`src/rtl/pc_branch_unit.sv`:
```
// pc_branch_unit: program counter and branch-resolution stage.
// Holds the PC and the latched status flags (C,V,N,Z). On pc_write it
// either increments the PC or resolves a masked branch condition and
// loads an absolute or PC-relative target.
// Optional feature macro: PC_BRCNT_EN enables the saturating taken-branch
// counter on br_count; without it br_count is tied to zero.
module pc_branch_unit #(
  parameter int PC_W   = 16,
  parameter int STAT_W = 4
) (
  input  logic              clk,
  input  logic              pc_rst,
  input  logic              pc_write,
  input  logic              pc_sel,
  input  logic              br_sel,
  input  logic              br_neg,
  input  logic [STAT_W-1:0] cond_mask,
  input  logic [PC_W-1:0]   imm,
  input  logic              stat_en,
  input  logic [STAT_W-1:0] stat_in,
  output logic [PC_W-1:0]   pc_out,
  output logic [STAT_W-1:0] stat_out,
  output logic              br_taken,
  output logic [15:0]       br_count
);

  logic [PC_W-1:0]   pc_reg, pc_next;
  logic [STAT_W-1:0] stat_reg;
  logic              br_taken_reg, br_taken_next;
  logic [STAT_W-1:0] hit_bits;
  logic              hit;
  logic              cond;
  logic              take_event;

  // Per-flag mask test against the pre-edge status register.
  genvar gi;
  generate
    for (gi = 0; gi < STAT_W; gi++) begin : g_hit
      assign hit_bits[gi] = cond_mask[gi] & stat_reg[gi];
    end
  endgenerate

  assign hit        = |hit_bits;
  assign cond       = br_neg ? ~hit : hit;
  assign take_event = pc_write & pc_sel & cond;

  // Next PC / taken flag; a non-taken branch leaves the PC where fetch put it.
  always_comb begin
    pc_next       = pc_reg;
    br_taken_next = br_taken_reg;
    if (pc_write) begin
      if (!pc_sel) begin
        pc_next       = pc_reg + {{(PC_W-1){1'b0}}, 1'b1};
        br_taken_next = 1'b0;
      end else if (cond) begin
        // imm is already PC_W wide, so the modular add is the sign-extended add.
        pc_next       = br_sel ? (pc_reg + imm) : imm;
        br_taken_next = 1'b1;
      end else begin
        br_taken_next = 1'b0;
      end
    end
  end

  // PC and taken-flag registers.
  always_ff @(posedge clk or posedge pc_rst) begin
    if (pc_rst) begin
      pc_reg       <= '0;
      br_taken_reg <= 1'b0;
    end else begin
      pc_reg       <= pc_next;
      br_taken_reg <= br_taken_next;
    end
  end

  // Status register, loaded independently of PC updates.
  always_ff @(posedge clk or posedge pc_rst) begin
    if (pc_rst) begin
      stat_reg <= '0;
    end else if (stat_en) begin
      stat_reg <= stat_in;
    end
  end

`ifdef PC_BRCNT_EN
  logic [15:0] br_count_reg;

  // Saturating count of taken branches; only reset clears it.
  always_ff @(posedge clk or posedge pc_rst) begin
    if (pc_rst) begin
      br_count_reg <= '0;
    end else if (take_event && (br_count_reg != 16'hFFFF)) begin
      br_count_reg <= br_count_reg + 16'd1;
    end
  end

  assign br_count = br_count_reg;
`else
  logic unused_take;
  assign unused_take = take_event;
  assign br_count    = 16'h0000;
`endif

  assign pc_out   = pc_reg;
  assign stat_out = stat_reg;
  assign br_taken = br_taken_reg;

endmodule

```
`config.mk`:
```
export PLATFORM = sky130hd
export DESIGN_NAME = pc_branch_unit
export DESIGN_NICKNAME = d
export VERILOG_FILES = /design/src/rtl/pc_branch_unit.sv
export SDC_FILE = /design/constraint.sdc
export NUM_CORES = 1
export LEC_CHECK = 0
export CAP_MARGIN = 20
export CORE_AREA = 2 2 86 88
export DETAILED_ROUTE_END_ITERATION = 8
export DIE_AREA = 0 0 88 90
export MAX_ROUTING_LAYER = met4
export PLACE_DENSITY_LB_ADDON = 0.05
export SETUP_SLACK_MARGIN = 0.4
export SLEW_MARGIN = 20
export SYNTH_ARGS = -nofsm -noshare
export SYNTH_HDL_FRONTEND = slang
export SYNTH_SLANG_ARGS = --single-unit
```
`constraint.sdc`:
```
create_clock -name clk -period 2.2 [get_ports clk]
set_input_delay 0.44 -clock clk [delete_from_list [all_inputs] [get_ports clk]]
set_output_delay 0.44 -clock clk [all_outputs]
set_load 0.005 [all_outputs]
```
# Yosys cells after proc, flatten, opt, wreduce, memory -nomap -nowiden
# Index checks and enable logic that the tools add are counted.
dict set report totals {
  regBits 21
}
dict set report classes {
  addsub 2
  eq_ne 1
  n_mux 6
  bitwise 5
  n_reduce_logical 2
}
# cell count
set ops {}
lappend ops {{$mux W16} 3}
lappend ops {{$add A16 B1 Y16 const B} 1}
lappend ops {{$add A16 B16 Y16} 1}
lappend ops {{$and A1 B1 Y1} 4}
lappend ops {{$reduce_or A4 Y1} 1}
lappend ops {{$mux W1} 3}
lappend ops {{$ne A2 B1 Y1 const B} 1}
lappend ops {{$reduce_and A2 Y1} 1}
lappend ops {{$not A1 Y1} 1}

# Depth between registers and ports, before layout
# Gate-level depths: netlist (run 1).
dict set report depth {
  depth_word 6
  ltp_mapped 8
  depth_no_buf 8
}

# Worst setup path before layout (run 1)
# Ideal clock, no wire load.
dict set report synth_timing {
  path_kind {register -> register}
  from {reg pc_reg[0] (netlist: pc_out[0])}
  to {reg pc_reg[14] (netlist: pc_out[14])}
  arrival_ps 2182
  path_slack_ps -82
  stages_incl_launch_ff 9
  n_path_buf 0
  period_less_slack_ps 2282
  path_cell_list {dfrtp_1 ha_1 fa_1 a211oi_1 o21bai_1 o2111a_1 o21ai_0 xor2_1 a311oi_1}
}
dict set report synth_via {
  elab_chain_len 4
}
# item line_no
set synth_lines {}
lappend synth_lines {{start, declared} 27} ;# logic [PC_W-1:0] pc_reg, pc_next;
lappend synth_lines {{start signal, assigned} 71} ;# pc_reg <= pc_next;
lappend synth_lines {{$add A16 B16 Y16} 57} ;# pc_next = br_sel ? (pc_reg + imm) : imm;
lappend synth_lines {{$mux W16} 57}
lappend synth_lines {{$mux W16} 55} ;# end else if (cond) begin
lappend synth_lines {{$mux W16 *} 52} ;# if (!pc_sel) begin
# Every way passes the cells marked *; elsewhere a longest branch is shown, timed or not. The select of a mux whose other input is x is not followed.
# A chain may end at the register's enable or synchronous reset.

# Worst setup path in the final report (run 1)
dict set report layout_timing {
  from {in imm[1]}
  to {reg pc_reg[14] (netlist: pc_out[14])}
}
dict set report layout_via {
  elab_chain_len 4
}
# item line_no
set layout_lines {}
lappend layout_lines {{start, declared} 18} ;# input logic [PC_W-1:0] imm,
lappend layout_lines {{$add A16 B16 Y16} 57}
lappend layout_lines {{$mux W16} 57}
lappend layout_lines {{$mux W16} 55}
lappend layout_lines {{$mux W16} 52}
# No other way between the ends. The select of a mux whose other input is x is not followed.

==> impl_metrics.xml, run 1 <==
<?xml version="1.0" encoding="UTF-8"?>
<metrics>
  <group name="outcome">
    <metric name="outcome" unit="">completed</metric>
  </group>
  <group name="clock_tree">
    <metric name="cts_hold_buf" unit="">0</metric>
    <metric name="clockBufferDepth" unit="">2</metric>
    <metric name="clk-insertion-delay-late" unit="ns">0.27</metric>
    <metric name="clock_sinks" unit="">21</metric>
    <metric name="tritoncts" unit="">yes</metric>
    <metric name="clockRootBuffer" unit="">clkbuf_8</metric>
    <metric name="h-tree-depth" unit="">1</metric>
    <metric name="cts_buffers" unit="">3</metric>
    <metric name="clk_pin_slew" unit="ns">0.09</metric>
  </group>
  <group name="floorplanning">
    <metric name="die_width" unit="µm">88</metric>
    <metric name="placeableCoreArea" unit="µm²">7020</metric>
    <metric name="dieArea" unit="µm²">7920</metric>
    <metric name="fp-row-count" unit="">31</metric>
    <metric name="initial_core_utilization" unit="%">32.06</metric>
    <metric name="fp.dieH" unit="µm">90</metric>
    <metric name="ios" unit="">68</metric>
  </group>
  <group name="power_and_ir_drop">
    <metric name="comb_power_share" unit="%">75.6</metric>
    <metric name="total_net_switching_power" unit="mW">1.638</metric>
    <metric name="power.share.sequential" unit="%">17.2</metric>
    <metric name="p_per_area" unit="nW/µm²">975.2</metric>
    <metric name="power_leakage" unit="nW">1.761</metric>
    <metric name="power.internal" unit="mW">2.356</metric>
    <metric name="power.share.switching" unit="%">41.01</metric>
    <metric name="power.ir.vdd_worst" unit="mV">0.4608</metric>
    <metric name="power.share.clock" unit="%">7.2</metric>
    <metric name="total_power" unit="mW">3.994</metric>
  </group>
  <group name="finish">
    <metric name="area.growth.synth_to_final" unit="%">81.93</metric>
    <metric name="layout.nets" unit="">472</metric>
    <metric name="final_cell_count_no_fill" unit="">522</metric>
    <metric name="sequential_cell_area" unit="µm²">531.8</metric>
    <metric name="insertedDiodeCount" unit="">0</metric>
    <metric name="largest_register_ffs" unit="">16</metric>
    <metric name="combined_area_of_the_multi_input_logic_cells" unit="µm²">2032</metric>
    <metric name="drive_above_1_share" unit="%">41.37</metric>
    <metric name="fillers" unit="">651</metric>
  </group>
  <group name="timing">
    <metric name="skew" unit="ns">0.003172</metric>
    <metric name="layout_min_cycle_time" unit="ns">2.173</metric>
    <metric name="report.final.hold_viol_count" unit="">0</metric>
    <metric name="setup_tns" unit="ns">0</metric>
    <metric name="max_freq" unit="MHz">460.3</metric>
    <metric name="timing.hold.ws" unit="ns">0.5122</metric>
    <metric name="finalMaxSlewViolations" unit="">0</metric>
    <metric name="period_share" unit="%">98.75</metric>
    <metric name="unrepaired_setup_endpoints_after_global_routing" unit="">true</metric>
    <metric name="count_of_endpoints_failing_setup_in_the_final_report" unit="">0</metric>
  </group>
  <group name="yosys">
    <metric name="synth_flop_cell" unit="">dfrtp_1</metric>
    <metric name="synth-async-reset-ratio" unit="%">100.0</metric>
    <metric name="post_synth_top_cells" unit="">a21oi_1 (34), dfrtp_1 (21), nor2_1 (21)</metric>
    <metric name="syn_area" unit="µm²">2251</metric>
    <metric name="post_synth.cell_area_avg" unit="µm²">7.954</metric>
    <metric name="ys_top_cells_by_area" unit="">dfrtp_1 (23%), ha_1 (8.9%), a21oi_1 (7.6%), buf_4 (5.7%), o21ai_0 (4.2%)</metric>
    <metric name="synth.top_cell.area_share" unit="%">23.35</metric>
    <metric name="ys_seq_area_share" unit="%">23.35</metric>
    <metric name="syn-instance-count" unit="">283</metric>
    <metric name="synth_top_area_cell" unit="">dfrtp_1</metric>
    <metric name="synth.distinct_cells" unit="">54</metric>
    <metric name="yosysWarnings" unit="">0</metric>
    <metric name="number_of_enable_type_register_cells_in_the_synthesized_netlist" unit="">0</metric>
    <metric name="synth_register_bits" unit="">21</metric>
    <metric name="yosys.cell_count.top_type" unit="">a21oi_1</metric>
  </group>
  <group name="flow_run">
    <metric name="max_cap_violations" unit="">0</metric>
  </group>
  <group name="worst_setup_path">
    <metric name="gate_family_responsible_for_the_most_delay_along_the_worst_path" unit="">compound AO/OA/AOI/OAI gates</metric>
    <metric name="crit_buf_inv" unit="">2</metric>
    <metric name="endpoint_kind" unit="">flip-flop</metric>
    <metric name="crit_path_top_delay_cell" unit="">fa_2</metric>
    <metric name="cp.required" unit="ns">2.38</metric>
    <metric name="cp.depth" unit="">9</metric>
    <metric name="worst_setup_path_start_kind" unit="">input pin</metric>
    <metric name="critical_path.max_stage_delay" unit="ns">0.39</metric>
    <metric name="path_class" unit="">in2reg</metric>
    <metric name="rr_worst_depth" unit="">8</metric>
    <metric name="cp_cell_sequence" unit="">clkdlybuf4s15_1 -&gt; buf_4 -&gt; fa_2 -&gt; a211oi_2 -&gt; o21bai_2 -&gt; o2111a_2 -&gt; o21ai_2 -&gt; xor2_1 -&gt; a311oi_1</metric>
    <metric name="critical_path.max_fanout" unit="">2</metric>
    <metric name="critPathArrivalTime" unit="ns">2.36</metric>
  </group>
  <group name="detailed_routing">
    <metric name="routedWlPerCell" unit="µm">16.11</metric>
    <metric name="drc_violation_count_after_routing" unit="">0</metric>
    <metric name="first_pass_detailed_route_iteration_total" unit="">4</metric>
    <metric name="initialDrtViolationCount" unit="">209</metric>
    <metric name="dr_total_vias" unit="">2678</metric>
    <metric name="vias_per_cell" unit="">5.130</metric>
    <metric name="drt.antenna.violating_nets" unit="">0</metric>
    <metric name="detail_route.wirelength" unit="mm">8.407</metric>
  </group>
  <group name="grt">
    <metric name="met3_usage" unit="%">2.938</metric>
    <metric name="use_met1" unit="%">32.18</metric>
    <metric name="globalRoute.busiestLayer" unit="">met2</metric>
    <metric name="grt_pass1_wl" unit="mm">13.32</metric>
    <metric name="grt_antenna_before_repair" unit="">0</metric>
    <metric name="grt_max_degree" unit="">22</metric>
    <metric name="globalRouteMet2Util" unit="%">32.64</metric>
    <metric name="first_global_vias" unit="">2515</metric>
    <metric name="globalRouteOverflowTotal" unit="">0</metric>
    <metric name="gr-usage-all-layers" unit="%">21.94</metric>
  </group>
  <group name="placement">
    <metric name="dp.cells" unit="">491</metric>
    <metric name="gpl_congestion" unit="">0.8682</metric>
    <metric name="post_dp_hpwl" unit="mm">6.168</metric>
    <metric name="portBuffers" unit="">51</metric>
  </group>
  <group name="hold_path">
    <metric name="hp-class" unit="">in2async</metric>
  </group>
</metrics>
[stage by stage]
| step | util (%) | setup slack [ns] | area [µm²] |
|---|---|---|---|
| 2_1_floorplan | - | 0.07693 | 2382 |
| 3_3_place_gp | 48.28 | -0.4437 | 3390 |
| 3_5_place_dp | 48.28 | -0.5137 | 3390 |
| 4_1_cts | 54.34 | -0.01032 | 3815 |
| 5_1_grt | 58.33 | -0.09569 | 4095 |
| 6_report | 58.33 | 0.02744 | 4095 |
[worst min-delay path, cell delays in order]
cell,delay [ns]
clkdlybuf4s50_1,0.40
inv_1,0.05
buf_4,0.30
[final cells by class]
class	instances	area share, %
clock inverter	1	0.1222
multi-input combinational	241	49.62
tap	99	3.025
sequential	21	12.99
inverter	10	0.9166
clock buffer	3	1.008
timing repair buffer	147	32.33
[path summary, 6_finish.rpt]
check	start	to	slack (ns)
hold reg to reg	br_taken	br_taken	0.53
hold / removal	pc_rst	pc_out[0]	0.51
min in group clk	br_taken	br_taken	0.53
setup / recovery	imm[1]	pc_out[14]	0.03
max in group asynchronous	pc_rst	pc_out[3]	1.43
setup reg to reg	pc_out[0]	pc_out[14]	0.04
[layer usage]
metal	routed length (µm)	vias to the layer above	share of wire (%)
li1	-	1313	-
met3	479	4	5.7
met2	3778	88	45
met5	0	-	0
met1	4098	1273	49
met4	50	0	0.59
[cells by family after synthesis]
family	after synthesis	synth area share [%]
other	1	0.1666
muxes	12	5.614
and+or+nand+nor	81	18.34
adders and majority gates	17	9.783
xor gates and xnor gates	11	4.280
AOI/OAI and AO/OA	104	29.24
buffers and inverters	36	9.226
DFF	21	23.35
[repair_timing]
item,4_1_cts,5_1_grt
setup endpoints to repair,17,28
buffers inserted,13,14
gates cloned,0,0
gates resized for setup,80,45
pin swaps,41,14
[power by group through the flow]
stage	Clock, mW	Combinational [mW]	Sequential (mW)
finish	0.289	3.02	0.686
global route	0.313	3.26	0.703
CTS	0.298	2.73	0.663
detailed placement	0	2.29	0.646
global placement	0	2.29	0.648
floorplan	0	1.15	0.705
[cells in the final DEF, fill, tap and decap left out, drive strengths merged, types with 2 or more instances in the layout]
master / Yosys / layout
conb: 1 / 16
a41oi: 3 / 3
o21a: 7 / 7
and3: 7 / 7
a21boi: 2 / 2
o21bai: 2 / 2
clkdlybuf4s50: 0 / 28
a21oi: 34 / 34
nand2: 18 / 18
dlymetal6s2s: 0 / 6
nand4: 3 / 3
o22ai: 3 / 3
o31ai: 4 / 4
a22o: 2 / 2
o21ai: 19 / 19
a211oi: 3 / 3
a21o: 3 / 3
buf: 20 / 96
mux2: 5 / 5
clkdlybuf4s15: 0 / 2
a31oi: 7 / 7
nor3: 7 / 7
dlygate4sd2: 0 / 15
and4: 2 / 2
mux2i: 7 / 7
ha: 16 / 16
nor3b: 2 / 2
nor2b: 2 / 2
clkbuf: 6 / 3
o211ai: 5 / 5
nand3: 12 / 12
dfrtp: 21 / 21
xor2: 4 / 4
o22a: 2 / 2
xnor2: 7 / 7
nor2: 21 / 21
inv: 10 / 10
(Power assumes the default switching activity.)
==> run 2, diff against run 1 <==
--- a/config.mk
+++ b/config.mk
@@ -9,6 +9,7 @@
 export CORE_AREA = 2 2 86 88
 export DETAILED_ROUTE_END_ITERATION = 8
 export DIE_AREA = 0 0 88 90
+export GPL_TIMING_DRIVEN = 0
 export MAX_ROUTING_LAYER = met4
 export PLACE_DENSITY_LB_ADDON = 0.05
 export SETUP_SLACK_MARGIN = 0.4
==> impl_metrics.xml, run 2 (same netlist as run 1, synthesis figures left out) <==
<?xml version="1.0" encoding="UTF-8"?>
<metrics>
  <group name="clock_tree">
    <metric name="clock_sinks" unit="">21</metric>
    <metric name="clockBufferDepth" unit="">2</metric>
    <metric name="clk_pin_slew" unit="ns">0.09</metric>
    <metric name="h-tree-depth" unit="">1</metric>
    <metric name="clockRootBuffer" unit="">clkbuf_8</metric>
    <metric name="cts_buffers" unit="">3</metric>
    <metric name="tritoncts" unit="">yes</metric>
    <metric name="cts_hold_buf" unit="">0</metric>
    <metric name="clk-insertion-delay-late" unit="ns">0.27</metric>
  </group>
  <group name="detailed_routing">
    <metric name="drt.antenna.violating_nets" unit="">0</metric>
    <metric name="first_pass_detailed_route_iteration_total" unit="">4</metric>
    <metric name="detail_route.wirelength" unit="mm">8.251</metric>
    <metric name="dr_total_vias" unit="">2579</metric>
    <metric name="routedWlPerCell" unit="µm">16.87</metric>
    <metric name="initialDrtViolationCount" unit="">135</metric>
    <metric name="drc_violation_count_after_routing" unit="">0</metric>
    <metric name="vias_per_cell" unit="">5.274</metric>
  </group>
  <group name="timing">
    <metric name="count_of_endpoints_failing_setup_in_the_final_report" unit="">0</metric>
    <metric name="worst-slew-pin-transition" unit="ns">0.9134</metric>
    <metric name="max_freq" unit="MHz">456.3</metric>
    <metric name="finalMaxSlewViolations" unit="">0</metric>
    <metric name="fin_ws" unit="ns">0.008352</metric>
    <metric name="relSlewSlack" unit="%">39.04</metric>
    <metric name="unrepaired_setup_endpoints_after_global_routing" unit="">true</metric>
    <metric name="report.final.hold_viol_count" unit="">0</metric>
    <metric name="skew" unit="ns">0.002386</metric>
    <metric name="period_share" unit="%">99.62</metric>
    <metric name="layout_min_cycle_time" unit="ns">2.192</metric>
    <metric name="timing.hold.ws" unit="ns">0.5334</metric>
  </group>
  <group name="finish">
    <metric name="area.growth.synth_to_final" unit="%">70.71</metric>
    <metric name="sequential_cell_area" unit="µm²">539.3</metric>
    <metric name="mostFrequentLayoutCell" unit="">buf_4</metric>
    <metric name="layout.core_utilization" unit="%">54.73</metric>
    <metric name="drive_above_1_share" unit="%">35.64</metric>
    <metric name="fillers" unit="">652</metric>
    <metric name="layout_common_cells" unit="">buf_4 (41), clkdlybuf4s50_1 (29), a21oi_1 (23)</metric>
    <metric name="largest_register_ffs" unit="">16</metric>
    <metric name="final_cell_area" unit="µm²">3842</metric>
    <metric name="layout.nets" unit="">439</metric>
    <metric name="combined_area_of_the_multi_input_logic_cells" unit="µm²">2051</metric>
    <metric name="insertedDiodeCount" unit="">0</metric>
  </group>
  <group name="floorplanning">
    <metric name="initial_core_utilization" unit="%">32.06</metric>
    <metric name="dieArea" unit="µm²">7920</metric>
    <metric name="ios" unit="">68</metric>
    <metric name="fp.dieH" unit="µm">90</metric>
    <metric name="fp-row-count" unit="">31</metric>
    <metric name="die_width" unit="µm">88</metric>
    <metric name="placeableCoreArea" unit="µm²">7020</metric>
  </group>
  <group name="worst_setup_path">
    <metric name="endpoint_kind" unit="">flip-flop</metric>
    <metric name="rr_worst_depth" unit="">8</metric>
    <metric name="crit_buf_inv" unit="">0</metric>
    <metric name="reg2reg_from" unit="">pc_out[0]</metric>
    <metric name="cp.required" unit="ns">2.34</metric>
    <metric name="critPathArrivalTime" unit="ns">2.33</metric>
    <metric name="critical_path.max_stage_delay" unit="ns">0.44</metric>
    <metric name="cp_cell_sequence" unit="">ha_4 -&gt; fa_2 -&gt; a211oi_2 -&gt; o21bai_2 -&gt; o2111a_2 -&gt; o21ai_2 -&gt; xor2_1 -&gt; a311oi_1</metric>
    <metric name="worst_setup_path_start_kind" unit="">flip-flop</metric>
    <metric name="critical_path.max_fanout" unit="">2</metric>
    <metric name="gate_family_responsible_for_the_most_delay_along_the_worst_path" unit="">compound AO/OA/AOI/OAI gates</metric>
    <metric name="worst_setup_path_startpoint" unit="">pc_out[0]</metric>
    <metric name="crit_path_top_delay_cell" unit="">dfrtp_2</metric>
    <metric name="cp.depth" unit="">8</metric>
    <metric name="path_class" unit="">reg2reg</metric>
  </group>
  <group name="grt">
    <metric name="first_global_vias" unit="">2436</metric>
    <metric name="use_met1" unit="%">29.92</metric>
    <metric name="gr-usage-all-layers" unit="%">21.43</metric>
    <metric name="grt_antenna_before_repair" unit="">0</metric>
    <metric name="globalRouteOverflowTotal" unit="">0</metric>
    <metric name="globalRoute.busiestLayer" unit="">met2</metric>
    <metric name="grt_max_degree" unit="">22</metric>
    <metric name="grt_pass1_wl" unit="mm">13.01</metric>
    <metric name="globalRouteMet2Util" unit="%">34.09</metric>
    <metric name="met3_usage" unit="%">2.755</metric>
  </group>
  <group name="power_and_ir_drop">
    <metric name="p_per_area" unit="nW/µm²">959.4</metric>
    <metric name="total_power" unit="mW">3.687</metric>
    <metric name="power_leakage" unit="nW">1.545</metric>
    <metric name="power.ir.vdd_worst" unit="mV">0.5177</metric>
  </group>
  <group name="hold_path">
    <metric name="hp-start" unit="">br_taken</metric>
    <metric name="min_path_cells" unit="">2</metric>
    <metric name="hp-class" unit="">reg2reg</metric>
  </group>
  <group name="placement">
    <metric name="gpl_congestion" unit="">0.8424</metric>
    <metric name="dpl_worst_slack" unit="ns">-0.6227</metric>
    <metric name="portBuffers" unit="">49</metric>
    <metric name="post_dp_hpwl" unit="mm">5.449</metric>
    <metric name="post_dp_cell_area" unit="µm²">2997</metric>
  </group>
  <group name="flow_run">
    <metric name="max_cap_violations" unit="">0</metric>
  </group>
  <group name="outcome">
    <metric name="outcome" unit="">completed</metric>
  </group>
</metrics>
[run 2: final timing paths]
check                              to  slack [ns]
max                        pc_out[14]       0.008
min                          br_taken        0.53
max reg2reg                pc_out[14]       0.008
min reg2reg                  br_taken        0.53
max in group asynchronous   pc_out[4]        0.91
min in group asynchronous   pc_out[1]        0.67
[run 2: what timing repair did]
action,4_1_cts,5_1_grt
cloned,2,0
setup endpoints to repair,16,23
pin swaps,54,21
resized for setup,104,21
endpoints found under the hold margin,0,0
setup buffers,32,5
[run 2: final cells by class]
type,count,share of cell area (%)
Multi-Input combinational cell,242,53.37
Inverter,10,0.9769
Tap cell,99,3.224
Clock buffer,4,1.172
Sequential cell,21,14.03
Timing Repair Buffer,87,22.21
Buffer,26,5.015
[run 2: layer usage]
| layer | part of all wire [%] | vias up |
|---|---|---|
| li1 | - | 1258 |
| met1 | 46 | 1225 |
| met2 | 48 | 83 |
| met3 | 4.5 | 13 |
| met4 | 1.1 | 0 |
| met5 | 0 | - |
[run 2: through the flow]
stage	instances	TNS (ns)
after CTS	484	-0.008158
after global routing	489	-0.4882
after global placement	446	-6.720
final	489	0
after detailed placement	446	-6.605
after floorplan	298	0
[run 2: power by group]
part | internal (mW) | switching (mW) | total, mW | leakage, nW
Sequential | 0.523 | 0.230 | 0.753 | 0.232
Clock | 0.130 | 0.151 | 0.281 | 0.0228
Combinational | 1.45 | 1.20 | 2.65 | 1.29
Total | 2.11 | 1.58 | 3.69 | 1.54
[run 2: tightest hold or removal path, cell delays in order (launching register included)]
cell     delay (ns)
dfrtp_1        0.38
inv_1          0.05
o21ai_0        0.06
